<file path="src/rtl/paper_float_dot_sequencer.sv">
// Feeds operand pairs from a small FIFO into a paper-float MAC PE, clearing it
// before each dot product and returning the drained accumulator over valid/ready.
module paper_float_dot_sequencer #(
    parameter int EXP   = 5,
    parameter int FRAC  = 10,
    parameter int DEPTH = 4,
    parameter int LEN_W = 16,
    localparam int WIDTH = 1 + EXP + FRAC
) (
    input  logic             clock,
    input  logic             reset,
    input  logic             cmdValid,
    output logic             cmdReady,
    input  logic [LEN_W-1:0] cmdLen,
    input  logic             opValid,
    output logic             opReady,
    input  logic [WIDTH-1:0] opA,
    input  logic [WIDTH-1:0] opB,
    output logic [WIDTH-1:0] peA,
    output logic [WIDTH-1:0] peB,
    output logic             peReset,
    input  logic [WIDTH-1:0] peC,
    output logic             resValid,
    input  logic             resReady,
    output logic [WIDTH-1:0] resData
);
    localparam int AW = $clog2(DEPTH);

    typedef enum logic [2:0] {IDLE, CLEAR, STREAM, DRAIN, DONE} state_t;

    state_t           state, state_n;
    logic [WIDTH-1:0] mem_a [DEPTH];
    logic [WIDTH-1:0] mem_b [DEPTH];
    logic [AW-1:0]    wr_ptr, rd_ptr;
    logic [AW:0]      count;
    logic             push, pop, empty;
    logic [LEN_W-1:0] remaining, remaining_n;
    logic [1:0]       drain_cnt, drain_n;
    logic [WIDTH-1:0] pe_a_n, pe_b_n, res_data_n;
    logic             pe_reset_n, res_valid_n;

    assign opReady = (count != (AW+1)'(DEPTH));
    assign empty   = (count == '0);
    assign push    = opValid && opReady;

    // Storage is not reset; only the pointers and count define what is valid.
    always_ff @(posedge clock) begin
        if (push) begin
            mem_a[wr_ptr] <= opA;
            mem_b[wr_ptr] <= opB;
        end
    end

    always_ff @(posedge clock or posedge reset) begin
        if (reset) begin
            wr_ptr <= '0;
            rd_ptr <= '0;
            count  <= '0;
        end else begin
            if (push) wr_ptr <= wr_ptr + AW'(1);
            if (pop)  rd_ptr <= rd_ptr + AW'(1);
            case ({push, pop})
                2'b10:   count <= count + (AW+1)'(1);
                2'b01:   count <= count - (AW+1)'(1);
                default: count <= count;
            endcase
        end
    end

    always_comb begin
        state_n     = state;
        remaining_n = remaining;
        drain_n     = drain_cnt;
        pop         = 1'b0;
        pe_a_n      = '0;
        pe_b_n      = '0;
        pe_reset_n  = 1'b0;
        res_data_n  = resData;
        res_valid_n = resValid;
        cmdReady    = 1'b0;
        case (state)
            IDLE: begin
                cmdReady = 1'b1;
                if (cmdValid) begin
                    remaining_n = cmdLen;
                    state_n     = CLEAR;
                end
            end
            CLEAR: begin
                pe_reset_n = 1'b1;
                state_n    = STREAM;
            end
            STREAM: begin
                if (remaining == '0) begin
                    state_n = DRAIN;
                    drain_n = 2'd2;
                end else if (!empty) begin
                    pop         = 1'b1;
                    pe_a_n      = mem_a[rd_ptr];
                    pe_b_n      = mem_b[rd_ptr];
                    remaining_n = remaining - LEN_W'(1);
                    if (remaining == LEN_W'(1)) begin
                        state_n = DRAIN;
                        drain_n = 2'd2;
                    end
                end
            end
            DRAIN: begin
                // Two cycles of PE latency elapse before the last product lands in peC.
                if (drain_cnt == 2'd0) begin
                    res_data_n  = peC;
                    res_valid_n = 1'b1;
                    state_n     = DONE;
                end else begin
                    drain_n = drain_cnt - 2'd1;
                end
            end
            DONE: begin
                if (resValid && resReady) begin
                    res_valid_n = 1'b0;
                    state_n     = IDLE;
                end
            end
            default: state_n = IDLE;
        endcase
    end

    always_ff @(posedge clock or posedge reset) begin
        if (reset) begin
            state     <= IDLE;
            remaining <= '0;
            drain_cnt <= '0;
            peA       <= '0;
            peB       <= '0;
            peReset   <= 1'b1;
            resData   <= '0;
            resValid  <= 1'b0;
        end else begin
            state     <= state_n;
            remaining <= remaining_n;
            drain_cnt <= drain_n;
            peA       <= pe_a_n;
            peB       <= pe_b_n;
            peReset   <= pe_reset_n;
            resData   <= res_data_n;
            resValid  <= res_valid_n;
        end
    end
endmodule

</file>
<file path="config.mk">
export PLATFORM = sky130hd
export DESIGN_NAME = paper_float_dot_sequencer
export DESIGN_NICKNAME = d
export VERILOG_FILES = /design/src/rtl/paper_float_dot_sequencer.sv
export SDC_FILE = /design/constraint.sdc
export NUM_CORES = 1
export LEC_CHECK = 0
export CAP_MARGIN = 40
export CORE_ASPECT_RATIO = 0.75
export CORE_MARGIN = 2
export CORE_UTILIZATION = 56
export CTS_BUF_LIST = sky130_fd_sc_hd__clkbuf_2 sky130_fd_sc_hd__clkbuf_4 sky130_fd_sc_hd__clkbuf_8
export CTS_CLUSTER_DIAMETER = 80
export DETAILED_ROUTE_END_ITERATION = 12
export PLACE_DENSITY = 0.81
export SETUP_SLACK_MARGIN = 0.3
export SLEW_MARGIN = 20
export SYNTH_ARGS = -nofsm -noshare
export SYNTH_HDL_FRONTEND = slang
export SYNTH_SLANG_ARGS = --single-unit
export TNS_END_PERCENT = 30
</file>
<file path="constraint.sdc">
create_clock -name clock -period 3.5 [get_ports clock]
set_input_delay 0.35 -clock clock [delete_from_list [all_inputs] [get_ports clock]]
set_output_delay 0.35 -clock clock [all_outputs]
set_load 0.02 [all_outputs]
</file>
==> qor.csv, run 1 <==
stage,metric,value,unit
floorplanning,Rows,37,
cts,hold_buf cts,0,
floorplanning,Die Ht,107.7,µm
worst_setup_path,CP Data Required Time,3.92,ns
floorplanning,# IOs,121,
place,Port Buffers,120,
synthesis,synth top area cells,"edfxtp_1, dfrtp_1, mux4_2, and2_1, mux2_2",
cts,CTS H-tree depth,1,
detailed_routing,Initial DRT Pass Iterations,5,
worst_setup_path,cells along the critical path,"inv_1, ha_1, or4b_4, or4_4, o21ai_4, a21oi_1, o22a_1",
synthesis,Yosys reg bits,206,
cts,CTS Sinks,206,
run,MaxCap Viol Count,0,
worst_setup_path,Reg2Reg Setup Slack,0.53,ns
detailed_routing,final WL,15.87,mm
worst_setup_path,crit path DAT,3.39,ns
sta,Setup-failing EPs final,0,
synthesis,most instantiated cells after synthesis,"edfxtp_1, dfrtp_1, and2_1, mux4_2, o21ai_0",
synthesis,asr flop ratio synth,37.86,%
layout,antenna cells,0,
cts,Worst-path clk slew,0.07,ns
worst_setup_path,CP peak stage delay,0.58,ns
cts,cts bufs inserted,30,
synthesis,Mapped Cells,475,
cts,root buf cell,clkbuf_8,
detailed_routing,Top Layer Used,met4,
worst_setup_path,Worst setup EP type,flop,
detailed_routing,Post-DRT Antenna Nets,0,
sta,Slew Limit Fails,0,
worst_setup_path,slowest CP cell,or4_4,
detailed_routing,DR vias/cell,5.711,
sta,Fin. Hold Viols,0,
synthesis,"Net Count, Synth",553,
synthesis,ys flop type,edfxtp_1,
global_routing,pin count of the biggest net entering global routing,35,
synthesis,sequential area share after synthesis,72.13,%
detailed_routing,met1 WL,6.826,mm
synthesis,Ys Warns,0,
worst_setup_path,"Buf+Inv Stages, Crit Path",1,
floorplanning,die width,142.3,µm
detailed_routing,wire per inst,19.42,µm
place,RePlAce Congestion,0.7757,
layout,area grow syn2layout,27.25,%
worst_setup_path,launch point of the worst reg-to-reg path,remaining[0],
sta,Max Freq,336.6,MHz
power,P per Cell Area,876.1,nW/µm²
detailed_routing,DRC Markers,0,
global_routing,GR Overflow Total,0,
layout,fillers,847,
min_path,hold crit path type,in -> async,
global_routing,gr usage total,21.42,%
detailed_routing,DRT iter0 DRCs,341,
floorplanning,die area,15330,µm²
sta,setup tns final,0,ns
cts,post-CTS sizing,0,
worst_setup_path,crit start category,flop,
floorplanning,Starting Density,57.86,%
synthesis,Syn Std Cell Area,8036,µm²
sta,Tmin final,2.971,ns
worst_setup_path,Crit path max-delay family,simple AND/OR/NAND/NOR gates,
cts,CTS tree,built,
worst_setup_path,WS Path Type,reg -> reg,
detailed_routing,via count,4666,
cts,Setup Buffers After CTS,0,
cts,clk buf depth,3,
power,Leak Pwr,3.811,nW
layout,"Core Util, Final",73.63,%
sta,period utilisation layout,84.87,%
worst_setup_path,RR Endpoint,remaining[8],
cts,worst skew pair latency,0.55,ns
synthesis,Cell variety after synth,50,
global_routing,first-pass GRT wire length,25.16,mm
synthesis,mean post-synth cell area,16.92,µm²
synthesis,top-count cell post-synth,edfxtp_1,
sta,Clock Skew,0.01764,ns
sta,Rel. slew slack,48.34,%
sta,Slew @ Worst Pin,0.7690,ns
place,DP Wirelength,10.11,mm
floorplanning,Core ar.,13890,µm²
worst_setup_path,worst-path fanout max,21,
global_routing,number of global-route vias before repair,4849,
worst_setup_path,cell count of the worst reg-to-reg path,7,
layout,Final nets,696,
detailed_routing,met2 routed wirelength,7.678,mm
status,status,completed,
layout,share of layout cells above drive strength 1,20.56,%
synthesis,"area leader, netlist",edfxtp_1,
global_routing,antenna violations before repair,0,
power,worst vdd ir,442.7,µV
synthesis,Post-synth EDFFs,128,
sta,RSZ-0062 raised after global routing,no,
detailed_routing,Met3 Wirelength,951,µm
synthesis,Yosys top cell area share,47.83,%
## layout make-up
| type | instances | area [µm²] | area share (%) |
|---|---|---|---|
| Tap cell | 175 | 219.0 | 2.141 |
| Multi-Input combinational cell | 235 | 2115 | 20.68 |
| Clock inverter | 6 | 56.30 | 0.5506 |
| Sequential cell | 206 | 5798 | 56.70 |
| Clock buffer | 50 | 600.6 | 5.873 |
| Timing Repair Buffer | 133 | 1391 | 13.61 |
| Inverter | 12 | 46.29 | 0.4527 |
## registers in the layout, indices dropped and copies added (netlist names)
register / cells
state: 3
mem_a: 64
resData: 16
peB: 16
peA: 16
mem_b: 64
resValid: 1
rd_ptr: 2
drain_cnt: 2
peReset: 1
remaining: 16
wr_ptr: 2
count: 3
## how the worst max path moves through the flow
stage,start,to,depth (start not counted)
6_report,remaining[0],remaining[8],7
5_1_grt,remaining[0],remaining[4],7
4_1_cts,remaining[9],count[2],8
3_5_place_dp,remaining[9],count[2],8
3_3_place_gp,remaining[9],count[2],8
2_1_floorplan,remaining[9],count[2],9
## layer usage
metal | up-vias | track usage [%]
li1 | 2093 | -
met4 | 0 | 7.072
met1 | 2361 | 29.35
met3 | 38 | 4.537
met2 | 174 | 34.96
met5 | - | 0
## worst reg2reg max path, stage by stage (launching register included)
cell and delay, ns:
dfrtp_1 0.43, inv_1 0.14, ha_1 0.35, or4b_4 0.55, or4_4 0.58, o21ai_4 0.50
a21oi_1 0.09, o22a_1 0.20
## cells in the final DEF, fill, tap and decap left out, types with 2 or more instances in the layout
cell type | netlist | final
edfxtp_1 | 128 | 128
clkdlybuf4s50_1 | 0 | 120
dfrtp_1 | 77 | 76
clkbuf_8 | 0 | 36
and2_1 | 34 | 34
mux4_2 | 32 | 32
o21ai_0 | 23 | 23
nor2_1 | 22 | 22
mux2_2 | 17 | 17
a21oi_1 | 16 | 16
nand2_1 | 14 | 14
clkbuf_4 | 0 | 14
inv_1 | 12 | 11
nor3_1 | 10 | 10
ha_1 | 8 | 8
buf_4 | 1 | 8
a22oi_1 | 6 | 6
xnor2_1 | 4 | 4
nand3_1 | 4 | 4
and3_2 | 0 | 4
buf_16 | 0 | 4
or3_1 | 3 | 3
nand2b_1 | 3 | 3
clkinv_2 | 0 | 3
o2bb2ai_1 | 3 | 3
xor2_1 | 2 | 2
o22ai_1 | 2 | 2
a2bb2oi_1 | 2 | 2
and3_1 | 6 | 2
o21a_1 | 2 | 2
o22a_1 | 2 | 2
clkinv_1 | 0 | 2
## report_power, final
| part | total, W | leakage [nW] | switching, W | internal, W |
|---|---|---|---|---|
| Sequential | 0.00368 | 2.13 | 0.000366 | 0.00332 |
| Clock | 0.00202 | 0.353 | 0.000867 | 0.00116 |
| Combinational | 0.00326 | 1.33 | 0.00169 | 0.00157 |
| Total | 0.00896 | 3.81 | 0.00292 | 0.00604 |
## metrics by stage
stage	setup WS (ns)	cells	total power [W]	hold slack (ns)	instance area, µm²
2_1_floorplan	0.6318	475	0.005783	0.4489	8036
3_3_place_gp	0.6819	756	0.006763	0.4873	9439
3_5_place_dp	0.5773	761	0.006992	0.4959	9569
4_1_cts	0.5794	817	0.009044	0.08802	10230
5_1_grt	0.3994	817	0.009470	0.1298	10230
6_report	0.5295	817	0.008959	0.1086	10230
## kinds of logic (layout without fill, tap and decap cells)
group	after synthesis	in the layout	synth area share, %
fa+ha+maj	9	9	1.495
buf+inv	34	201	1.759
flops	206	206	72.13
xor+xnor	6	6	0.6539
simple gates	103	103	6.928
mux	49	49	11.35
compound gates	68	68	5.683
Power figures use the tool's default switching activity.
==> run 2: changes to the inputs <==
CORE_UTILIZATION = 50   (was 56)
PLACE_DENSITY = 0.77   (was 0.81)
clock period = 2.5 ns   (was 3.5 ns; I/O delays follow)
==> run 2 against run 1 <==
Non-clock buffer count grew 25; sequential power grew 38%; global-route usage shrank 1.9 points; utilization shrank 7.3 points; critical path type unchanged; critical path depth grew 1.
==> qor.csv, run 2 (synthesis gave the netlist of run 1 again) <==
stage,metric,value,unit,change
status,status,completed,,
layout,area grow syn2layout,30.87,%,
layout,fillers,1088,,+28%
run,MaxCap Viol Count,0,,unchanged
floorplanning,Die Ht,113.8,µm,+5.6%
power,switching share of power,32.50,%,-0.087 points
power,Reg power frac,38.8,%,-2.3 points
sta,Slew Limit Fails,0,,unchanged
detailed_routing,DR vias/cell,5.305,,-7.1%
power,worst vdd ir,675.5,µV,+53%
floorplanning,Starting Density,50.65,%,-7.2 points
worst_setup_path,worst-path fanout max,5,,-76%
global_routing,pin count of the biggest net entering global routing,48,,+37%
place,RePlAce Congestion,0.8439,,+8.8%
worst_setup_path,WS Path Type,reg -> reg,,
detailed_routing,DRC Markers,0,,unchanged
detailed_routing,Initial DRT Pass Iterations,5,,unchanged
cts,cts bufs inserted,31,,+3.3%
worst_setup_path,slowest CP cell,or4_4,,
cts,root buf cell,clkbuf_8,,
layout,Final nets,722,,+3.7%
place,DP Wirelength,9.585,mm,-5.2%
place,setup slack at placement,0.08834,ns,-0.4890 ns
layout,Largest regs,"mem_a: 64 flops, mem_b: 64 flops",,
power,Leak Pwr,3.931,nW,+3.1%
global_routing,first-pass GRT wire length,25.62,mm,+1.8%
power,P per Cell Area,1244,nW/µm²,+42%
floorplanning,Core ar.,15870,µm²,+14%
cts,CTS H-tree depth,1,,unchanged
cts,clk buf depth,3,,unchanged
floorplanning,Rows,40,,+8.1%
worst_setup_path,cells along the critical path,"inv_2, ha_4, or4b_4, or4_4, o21ai_4, buf_12, a21oi_1, o22a_1",,
global_routing,antenna violations before repair,0,,unchanged
sta,Slew @ Worst Pin,0.7815,ns,+0.01246 ns
sta,period utilisation layout,95.64,%,+11 points
cts,Worst-path clk slew,0.06,ns,about the same
global_routing,number of global-route vias before repair,4923,,+1.5%
layout,share of layout cells above drive strength 1,24.81,%,+4.3 points
detailed_routing,DRT iter0 DRCs,235,,-31%
place,Port Buffers,120,,unchanged
layout,most frequent cells in the layout,"edfxtp_1, clkdlybuf4s50_1, dfrtp_1",,
sta,Setup-failing EPs final,0,,unchanged
floorplanning,die area,17110,µm²,+12%
layout,"most common cell after layout, fill and taps aside",edfxtp_1,,
cts,CTS tree,built,,
worst_setup_path,crit path DAT,2.81,ns,-0.58 ns
power,Comb pwr share,39.9,%,+3.6 points
sta,Rel. slew slack,47.90,%,-0.44 points
sta,Fin. Hold Viols,0,,unchanged
detailed_routing,Post-DRT Antenna Nets,0,,unchanged
worst_setup_path,crit start category,flop,,
detailed_routing,final WL,15.91,mm,+0.28%
floorplanning,die width,150.4,µm,+5.7%
global_routing,gr usage total,19.52,%,-1.9 points
cts,worst skew pair latency,0.55,ns,about the same
sta,Max Freq,418.2,MHz,+24%
layout,antenna cells,0,,unchanged
detailed_routing,via count,4663,,-0.064%
min_path,hold crit path type,in -> reg,,
floorplanning,# IOs,121,,unchanged
sta,Tmin final,2.391,ns,-0.5795 ns
power,Internal,0.008832,W,+46%
worst_setup_path,Worst setup EP type,flop,,
power,clock network power share,21.3,%,-1.3 points
sta,RSZ-0062 raised after global routing,yes,,
sta,Clock Skew,0.02288,ns,+0.005239 ns
worst_setup_path,CP Data Required Time,2.92,ns,-1.00 ns
sta,setup slack after layout,0.1090,ns,-0.4205 ns
cts,CTS Sinks,206,,unchanged
detailed_routing,wire per inst,18.10,µm,-6.8%
power,Psw,0.004253,W,+46%
worst_setup_path,CP peak stage delay,0.53,ns,-0.05 ns
global_routing,GR Overflow Total,0,,unchanged
sta,Fin Hold WS,0.3226,ns,+0.2140 ns
## run 2: cell types whose count changed in the layout (fill, tap and decap cells not counted), sizes merged
cell and delta:
buf +23, bufinv +1, clkbuf -9, clkdlybuf4s50 -1
clkinv +9, clkinvlp +3, dlygate4sd2 +1, dlygate4sd3 +1
inv -1
## run 2: final cells by class
class	count	area [µm²]	share of cell area (%)
Sequential cell	206	5799	55.14
Multi-Input combinational cell	235	2182	20.75
Timing Repair Buffer	158	1574	14.97
Clock buffer	40	513.0	4.877
Tap cell	210	262.8	2.498
Clock inverter	18	137.6	1.309
Inverter	12	48.80	0.4640
## run 2: through the flow
stage               cell area, µm²  std cells  util (%)  TNS (ns)  power (W)
CTS                          10480        876     66.03         0    0.01314
floorplan                     8130        475         -  -0.03638   0.008293
global route                 10520        879     66.29         0    0.01390
detailed placement            9681        805     61.02         0   0.009983
finish                       10520        879     66.29         0    0.01308
global placement              9681        805     61.02         0   0.009801
## run 2: path summary, 6_finish.rpt
kind,endpoint,startpoint,slack [ns],cells past startpoint
max,remaining[8],remaining[0],0.11,8
min in group asynchronous,peA[15],reset,0.53,3
min reg2reg,count[2],count[2],0.50,1
max reg2reg,remaining[8],remaining[0],0.11,8
max in group asynchronous,rd_ptr[1],reset,1.33,4
min,resData[4],peC[4],0.32,2
## run 2: layer usage
layer / part of all wire, % / GRT usage, %
met3: 6.7 / 4.680
met2: 48 / 31.85
met1: 43 / 26.96
met5: 0 / 0
met4: 1.8 / 4.780
## run 2: power groups by stage
stage               Combinational, W  Sequential (W)  Clock, W
global route                 0.00569         0.00518   0.00303
global placement             0.00471         0.00509         0
detailed placement           0.00484         0.00515         0
finish                       0.00523         0.00507   0.00279
floorplan                    0.00288         0.00541         0
CTS                          0.00519         0.00508   0.00287
## run 2: critical path: cells and delay by family (launching register included)
| family | cells | cell delay (ns) |
|---|---|---|
| simple gates | 2 | 1.00 |
| flops | 1 | 0.40 |
| compound gates | 3 | 0.50 |
| fa+ha+maj | 1 | 0.13 |
| buf+inv | 2 | 0.24 |
## run 2: what timing repair did
item,4_1_cts,5_1_grt
setup endpoints to repair,19,19
hold buffers,1,0
gates cloned,2,1
resized for setup,3,3
pin swaps,3,1
endpoints found under the hold margin,3,0
buffers inserted,10,2
==> run 3: changes to the inputs <==
CAP_MARGIN = default   (was 40)
SLEW_MARGIN = default   (was 20)
==> results of run 3 <==
The final DEF is identical to that of run 2; final timing and power are the same.
